$ cat src/rtl/mem_arb_pkg.sv
`default_nettype none
// ============================================================================
//  Module   : mem_arb_pkg
//  Purpose  : Shared encodings for the RAM port arbiter (FSM state, owner, op)
//  Revision : 1.0 - initial release
// ============================================================================
package mem_arb_pkg;

  typedef enum logic [1:0] {
    IDLE   = 2'd0,
    ACCESS = 2'd1,
    WAIT   = 2'd2,
    RESP   = 2'd3
  } state_e;

  typedef enum logic [0:0] {
    OWN_CPU  = 1'b0,
    OWN_HOST = 1'b1
  } owner_e;

  typedef enum logic [0:0] {
    OP_RD = 1'b0,
    OP_WR = 1'b1
  } op_e;

  // The requester that did not receive the previous grant.
  function automatic owner_e other_owner(input owner_e o);
    return (o == OWN_CPU) ? OWN_HOST : OWN_CPU;
  endfunction

endpackage
`default_nettype wire

$ cat src/rtl/rr_arb2.sv
`default_nettype none
// ============================================================================
//  Module   : rr_arb2
//  Purpose  : Combinational two-requester round-robin grant (CPU vs host).
//             The last-grant history is kept by the parent.
//  Revision : 1.0 - initial release
// ============================================================================
module rr_arb2
  import mem_arb_pkg::*;
(
  input  logic   req_cpu,
  input  logic   req_host,
  input  owner_e last_grant,
  output logic   gnt_valid,
  output owner_e gnt_owner
);

  // Sole requester wins; on contention the one not granted last time wins.
  always_comb begin
    gnt_valid = req_cpu | req_host;
    gnt_owner = OWN_CPU;
    if (req_cpu && req_host) begin
      gnt_owner = other_owner(last_grant);
    end else if (req_host) begin
      gnt_owner = OWN_HOST;
    end
  end

endmodule
`default_nettype wire

$ cat src/rtl/mem_port_arbiter.sv
`default_nettype none
// ============================================================================
//  Module   : mem_port_arbiter
//  Purpose  : Shares one single-port synchronous RAM between the CPU memory
//             interface and the host loader/debug port. One transaction in
//             flight, round-robin on contention, no preemption.
//  Revision : 1.0 - initial release
// ============================================================================
module mem_port_arbiter
  import mem_arb_pkg::*;
#(
  parameter int ADDR_W     = 12,
  parameter int RD_LATENCY = 1
) (
  input  logic              clk,
  input  logic              resetn,
  // CPU side
  input  logic [31:0]       cpu_Address,
  input  logic              cpu_MemRead,
  input  logic              cpu_MemWrite,
  input  logic [31:0]       cpu_Write_data,
  input  logic [3:0]        cpu_Write_strb,
  output logic              cpu_Mem_Req_Ready,
  output logic [31:0]       cpu_Read_data,
  output logic              cpu_Read_data_Valid,
  input  logic              cpu_Read_data_Ready,
  // Host side
  input  logic [31:0]       host_addr,
  input  logic              host_rd,
  input  logic              host_wr,
  input  logic [31:0]       host_wdata,
  input  logic [3:0]        host_wstrb,
  output logic              host_req_ready,
  output logic [31:0]       host_rdata,
  output logic              host_rvalid,
  input  logic              host_rready,
  // RAM side
  output logic              mem_en,
  output logic [3:0]        mem_wen,
  output logic [ADDR_W-1:0] mem_addr,
  output logic [31:0]       mem_wdata,
  input  logic [31:0]       mem_rdata
);

  localparam int CNT_W = $clog2(RD_LATENCY + 1);
  localparam logic [CNT_W-1:0] CNT_INIT = CNT_W'(RD_LATENCY);
  localparam logic [CNT_W-1:0] CNT_LAST = CNT_W'(1);

  state_e             state_q, state_d;
  owner_e             last_grant_q, last_grant_d;
  owner_e             owner_q, owner_d;
  op_e                op_q, op_d;
  logic [ADDR_W-1:0]  addr_q, addr_d;
  logic [31:0]        wdata_q, wdata_d;
  logic [3:0]         wstrb_q, wstrb_d;
  logic [CNT_W-1:0]   count_q, count_d;
  logic [31:0]        cpu_rdata_q, cpu_rdata_d;
  logic [31:0]        host_rdata_q, host_rdata_d;

  logic   req_cpu;
  logic   req_host;
  logic   gnt_valid;
  owner_e gnt_owner;
  logic   grant_open;
  logic   owner_rready;

  // Byte-offset and out-of-range address bits carry no meaning here.
  logic unused_addr_bits;
  assign unused_addr_bits = ^{cpu_Address[31:ADDR_W+2], cpu_Address[1:0],
                              host_addr[31:ADDR_W+2], host_addr[1:0]};

  assign req_cpu  = cpu_MemRead | cpu_MemWrite;
  assign req_host = host_rd | host_wr;

  rr_arb2 u_rr_arb2 (
    .req_cpu    (req_cpu),
    .req_host   (req_host),
    .last_grant (last_grant_q),
    .gnt_valid  (gnt_valid),
    .gnt_owner  (gnt_owner)
  );

  // Ready is only offered in IDLE, and held low while reset is asserted.
  assign grant_open        = resetn && (state_q == IDLE) && gnt_valid;
  assign cpu_Mem_Req_Ready = grant_open && (gnt_owner == OWN_CPU);
  assign host_req_ready    = grant_open && (gnt_owner == OWN_HOST);

  assign owner_rready = (owner_q == OWN_CPU) ? cpu_Read_data_Ready : host_rready;

  // Valid only toward the owner of the transaction being answered.
  assign cpu_Read_data_Valid = (state_q == RESP) && (owner_q == OWN_CPU);
  assign host_rvalid         = (state_q == RESP) && (owner_q == OWN_HOST);
  assign cpu_Read_data       = cpu_rdata_q;
  assign host_rdata          = host_rdata_q;

  // State and transaction registers; reset drops any in-flight read.
  always_ff @(posedge clk or negedge resetn) begin
    if (!resetn) begin
      state_q      <= IDLE;
      last_grant_q <= OWN_HOST;
      owner_q      <= OWN_CPU;
      op_q         <= OP_RD;
      addr_q       <= '0;
      wdata_q      <= '0;
      wstrb_q      <= '0;
      count_q      <= '0;
      cpu_rdata_q  <= '0;
      host_rdata_q <= '0;
    end else begin
      state_q      <= state_d;
      last_grant_q <= last_grant_d;
      owner_q      <= owner_d;
      op_q         <= op_d;
      addr_q       <= addr_d;
      wdata_q      <= wdata_d;
      wstrb_q      <= wstrb_d;
      count_q      <= count_d;
      cpu_rdata_q  <= cpu_rdata_d;
      host_rdata_q <= host_rdata_d;
    end
  end

  // Next-state: accept in IDLE, one RAM cycle in ACCESS, count out the read
  // latency in WAIT, then hold the response until the owner takes it.
  always_comb begin
    state_d      = state_q;
    last_grant_d = last_grant_q;
    owner_d      = owner_q;
    op_d         = op_q;
    addr_d       = addr_q;
    wdata_d      = wdata_q;
    wstrb_d      = wstrb_q;
    count_d      = count_q;
    cpu_rdata_d  = cpu_rdata_q;
    host_rdata_d = host_rdata_q;

    case (state_q)
      IDLE: begin
        if (gnt_valid) begin
          owner_d      = gnt_owner;
          last_grant_d = gnt_owner;
          state_d      = ACCESS;
          if (gnt_owner == OWN_CPU) begin
            op_d    = cpu_MemWrite ? OP_WR : OP_RD;
            addr_d  = cpu_Address[ADDR_W+1:2];
            wdata_d = cpu_Write_data;
            wstrb_d = cpu_Write_strb;
          end else begin
            op_d    = host_wr ? OP_WR : OP_RD;
            addr_d  = host_addr[ADDR_W+1:2];
            wdata_d = host_wdata;
            wstrb_d = host_wstrb;
          end
        end
      end
      ACCESS: begin
        if (op_q == OP_WR) begin
          state_d = IDLE;
        end else begin
          state_d = WAIT;
          count_d = CNT_INIT;
        end
      end
      WAIT: begin
        count_d = count_q - CNT_LAST;
        if (count_q == CNT_LAST) begin
          state_d = RESP;
          if (owner_q == OWN_CPU) begin
            cpu_rdata_d = mem_rdata;
          end else begin
            host_rdata_d = mem_rdata;
          end
        end
      end
      RESP: begin
        if (owner_rready) begin
          state_d = IDLE;
        end
      end
      default: state_d = IDLE;
    endcase
  end

  // RAM port is driven only during the single ACCESS cycle.
  always_comb begin
    mem_en    = 1'b0;
    mem_wen   = '0;
    mem_addr  = '0;
    mem_wdata = '0;
    if (state_q == ACCESS) begin
      mem_en   = 1'b1;
      mem_addr = addr_q;
      if (op_q == OP_WR) begin
        mem_wen   = wstrb_q;
        mem_wdata = wdata_q;
      end
    end
  end

endmodule
`default_nettype wire

$ cat config.mk
export PLATFORM = sky130hd
export DESIGN_NAME = mem_port_arbiter
export DESIGN_NICKNAME = d
export VERILOG_FILES = /design/src/rtl/mem_arb_pkg.sv /design/src/rtl/rr_arb2.sv /design/src/rtl/mem_port_arbiter.sv
export SDC_FILE = /design/constraint.sdc
export NUM_CORES = 1
export LEC_CHECK = 0
export CORE_MARGIN = 8
export CORE_UTILIZATION = 37
export CTS_BUF_LIST = sky130_fd_sc_hd__clkbuf_4
export DETAILED_ROUTE_END_ITERATION = 7
export PLACE_DENSITY = 0.91
export REMOVE_ABC_BUFFERS = 1
export SYNTH_ARGS = -nofsm -noshare
export SYNTH_HDL_FRONTEND = slang
export SYNTH_SLANG_ARGS = --single-unit
$ cat constraint.sdc
create_clock -name clk -period 2.4 [get_ports clk]
set_input_delay 0.72 -clock clk [delete_from_list [all_inputs] [get_ports clk]]
set_output_delay 0.72 -clock clk [all_outputs]
set_load 0.03 [all_outputs]
* Yosys cells after proc, flatten, opt, wreduce, memory -nomap -nowiden
Index checks and enable logic that the tools add are counted.
Word-level totals: register bits 118, input port bits 176, logic and storage cells 60
Operators by class: add/sub/neg operators 1, equal/unequal tests 7, muxes and demuxes 23, bitwise operators 5, reductions and logical operators 14
Operators by type and width (count):
- 32-bit two-way mux | 3
- 12-bit two-way mux | 2
- 4-bit two-way mux | 3
- 1-bit two-way mux | 9
- 3-bit AND reduction | 3
- 2-bit two-way mux | 4
- 2-bit != test, second input constant | 4
- 2-bit one-hot mux with 4 select lines | 1
- 1-bit logical AND | 7
- 2-bit == test, second input constant | 2
- 2-bit AND reduction | 2
- 1-bit bitwise OR | 3
- 2-bit by 1-bit == test with 1-bit output, second input constant | 1
- 2-bit logical NOT | 1
- 1-bit NOT | 2
- 1-bit one-hot mux with 2 select lines | 1
- 2-bit nonzero test | 1
- 1-bit subtractor, second input constant | 1

* Depth between registers and ports, before layout
depth after elaboration 5, mapped depth 6

* Cells and area by module
A second synthesis with hierarchy kept.
Unflattened totals: cell total of the unflattened synthesis 437, area total of the unflattened synthesis 5446.5 um^2
Modules (own cells, without submodules):
- mem_port_arbiter | instances 1, cells an instance 435, area an instance 5432.7 um^2, sequential area each 2954.1 um^2
- rr_arb2 | instances 1, cells an instance 2, area an instance 13.8 um^2, sequential area each 0.0 um^2

* Worst setup path after synthesis
No wires, ideal clock.
kind input to output, start in cpu_MemWrite, end out host_req_ready, arrival time 1.903 ns, path slack -0.223 ns, stages on the path 5, buffers on the path 2, cell sequence or4_1 > clkbuf_1 > and2_1 > buf_6 > and3_1
On the way: word-level cells in the longest chain between the ends 4
Ends and longest elaborated chain:
- start, declared | line mem_port_arbiter.sv:20 | input logic cpu_MemWrite,
- 1-bit bitwise OR * | line mem_port_arbiter.sv:72 | assign req_cpu = cpu_MemRead | cpu_MemWrite;
- 1-bit bitwise OR / 1-bit logical AND (equally long branches) | line rr_arb2.sv:20, rr_arb2.sv:22
- 1-bit logical AND / 1-bit two-way mux (equally long branches) | line mem_port_arbiter.sv:84, rr_arb2.sv:22
- 1-bit logical AND * | line mem_port_arbiter.sv:86 | assign host_req_ready = grant_open && (gnt_owner == OWN_HOST);
- end, declared | line mem_port_arbiter.sv:33 | output logic host_req_ready,
Every way passes the cells marked *; elsewhere a longest branch is shown, timed or not.

==> out/metrics.yaml <==
detailed_routing:
  final_antenna_net_count: 0
  via_per_inst: 5.466
  drc_errors: 0
  num_vias: 5253
  drt-total-wl_um: 19780
  wl_per_cell_um: 20.58
  drt_iter0_markers: 275
  dr.pass1.iters: 5
timing:
  worst_slew_pin_slew_ns: 0.9584
  slew_headroom: 0.3611
  finClkSkew_ns: 0.01684
  hold_viol: 0
  min_period_over_period: 1.067
  worst_slack_ns: -0.1599
  setup_viol: 50
  fmax_mhz: 390.6
  grt_setup_unrepaired: "true"
  min_period_ns: 2.560
  maxSlewViolCount: 0
  whs_ns: 0.2937
layout:
  fin_nets: 935
  stdcell_area_mm2: 0.009059
  drive_above_1_share: 0.2876
  synthToLayoutAreaGrowth_pct: 62.70
  fin_cells: 961
pwr:
  p_sw_frac: 0.4304
  p_int_mw: 7.289
  p_leak_nw: 3.788
  p_per_area_mw_per_mm2: 1413
  p_seq_frac: 0.282
  clkPwrFrac: 0.120
  p_switching_mw: 5.509
  ir_worst_vdd_mv: 0.6463
  comb_power_share: 0.599
worst_setup_path:
  startpoint_type: "flip-flop"
  ff2ff_setup_slack_ns: 0.52
  r2r_cells: 6
  cp_data_arrival_time_ns: 1.84
  crit_chain: "buf_6, nor2b_4, buf_6, buf_12, and3_4, buf_12"
  endpoint: "mem_wdata[16]"
  crit-reg2reg-capture: "cpu_Read_data[11]"
  crit_path_end_kind: "output port"
  max_stage_delay_ns: 0.42
  worstPathMaxFanout: 13
  timing_worst_setup_path_type: "flip-flop to output port"
  cp_slowest_cell: "dfrtp_1"
  required_ns: 1.68
clock_network:
  h-tree-depth: 4
  cts_root_buf: "clkbuf_4"
  cts_made_buffers: 17
  clock-sinks: 118
  cts_hold_buf: 0
  cts_tree: "yes"
  cts_buffer_depth: 2
  clkTransAtPathRegs_ns: 0.11
  insertion_delay_ns: 0.51
global_route:
  grt_pass1_vias: 5614
  overflow: 0
  antenna_found_initial: 2
  grt_max_degree: 97
  grt_usage: 0.1989
  grt_pass1_wl_um: 30490
place:
  dp_hpwl_um: 13210
  dpl.cell_count: 916
  place.port_buffers: 252
  placed_cell_area_mm2: 0.008254
  gp_congestion: 0.7915
synth:
  synth_seq_cells: 118
  synth_area_mm2: 0.005568
  synth_fa_ha_area_frac: 0
  synthSimpleGateAreaFrac: 0.1364
  synth_compound_area_frac: 0.1506
  ys_async_sr_fraction: 1.000
  ys_warn_count: 0
  synth-edff-count: 0
  synthCells: 510
  synth_flop_cell: "dfrtp_1"
  synth_top_family_by_area: "compound AO/OA/AOI/OAI gates"
  avgSynthCellArea_um2: 10.92
  yosys.area.top_type: "dfrtp_1"
  synth-xor-area-share: 0
  yosys-top-cells-area: "dfrtp_1, mux2_2, nand3b_1"
  muxShareOfSynthArea: 0.1391
  synth_top_area_frac: 0.5258
  ys_seq_area_frac: 0.5306
  synth_cell_type_count: 25
die:
  io_pins: 293
  die_area_mm2: 0.01923
  fp.dieH_um: 138.7
  start_util: 0.3718
  die_x_um: 138.7
  rows: 45
  core_mm2: 0.01498
outcome:
  status: "finished, violations left"
  violations: "negative setup slack"
flow_run:
  cap_violations: 0
worst_hold_path:
  hold_class: "input port to async pin"
repair_timing:
action                     CTS  global route
resized for setup          103            27
setup buffers                6             1
gates cloned                 3             2
pin swaps                   16             5
setup endpoints to repair   54            61
worst min-delay path by stage:
| stage | start | endpoint | cells after the start |
|---|---|---|---|
| 6_report | resetn | owner_q | 2 |
| 5_1_grt | resetn | op_q | 2 |
| 4_1_cts | resetn | owner_q | 2 |
| 3_5_place_dp | cpu_Read_data[31] | cpu_Read_data[31] | 1 |
| 3_3_place_gp | host_rdata[18] | host_rdata[18] | 1 |
| 2_1_floorplan | resetn | async pin | 0 |
power by group through the flow:
stage,clock (mW),combinational (mW),sequential [mW]
after global routing,1.67,8.12,3.72
after floorplan,0,2.79,4.66
after detailed placement,0,6.89,3.63
final,1.53,7.66,3.60
after CTS,1.58,7.51,3.59
after global placement,0,6.73,3.54
synth_stat cells, types with 3 or more instances:
cell,count
and2_1,13
a31oi_1,49
nand2_1,3
clkbuf_1,39
buf_2,13
nor2_1,6
mux2_2,67
and3_1,38
a21oi_1,49
dfrtp_1,117
o21ai_0,51
nand3b_1,48
through the flow:
stage	utilization	worst slack, ns	setup TNS, ns	total power, mW
floorplan	-	-1.881	-104.60	7.455
global placement	0.5511	-1.115	-15.06	10.28
detailed placement	0.5511	-1.130	-16.41	10.52
CTS	0.5959	-0.2120	-8.076	12.68
global route	0.6048	-0.2768	-12.12	13.51
finish	0.6048	-0.1599	-6.094	12.80
cells by family (layout without fill, tap and decap cells):
kind of cell | after synthesis | after routing
AOI/OAI and AO/OA | 153 | 153
DFF | 118 | 118
and+or+nand+nor | 114 | 114
muxes | 69 | 69
buffers and inverters | 56 | 318
other | 0 | 1
layout by cell type (no fill, tap or decap), types with 4 or more instances in the layout:
cell | netlist | routed
a21oi_1 | 49 | 49
a31oi_1 | 49 | 49
and2_4 | 0 | 13
and3_1 | 38 | 23
and3_4 | 0 | 15
buf_12 | 0 | 9
buf_2 | 13 | 4
buf_4 | 0 | 21
buf_6 | 2 | 49
clkbuf_4 | 0 | 17
clkdlybuf4s50_1 | 0 | 185
clkinvlp_4 | 0 | 5
dfrtp_1 | 117 | 117
dlymetal6s2s_1 | 0 | 8
mux2_2 | 67 | 67
nand3b_1 | 48 | 48
o21ai_0 | 51 | 50
sequential cells by signal, summed over array words and instances, names as in the netlist, named ones only:
| name | cells |
|---|---|
| last_grant_q | 1 |
| wdata_q | 32 |
| host_rdata | 32 |
| count_q | 1 |
| owner_q | 1 |
| wstrb_q | 4 |
| addr_q | 12 |
| cpu_Read_data | 32 |
| state_q | 1 |
| op_q | 1 |
worst max-delay path: cells and delay by family (launching register included):
family                 cells  cell delay (ns)
buffers and inverters      4             0.54
and+or+nand+nor            2             0.36
DFF                        1             0.42
routing by layer:
metal	track usage	vias to the layer above	wire length (um)
li1	-	2375	-
met1	0.2288	2545	7880
met2	0.3201	298	9293
met3	0.08193	35	1985
met4	0.08781	0	621
met5	0	-	0
cell type report:
class	count	area, um^2
fill	1169	5918
timing repair buffer	284	3028
sequential	118	2954
multi-input combinational	336	2526
tap	188	235.2
clock inverter	15	177.7
clock buffer	17	127.6
inverter	2	7.507
antenna	1	2.502
(Power assumes the default switching activity.)
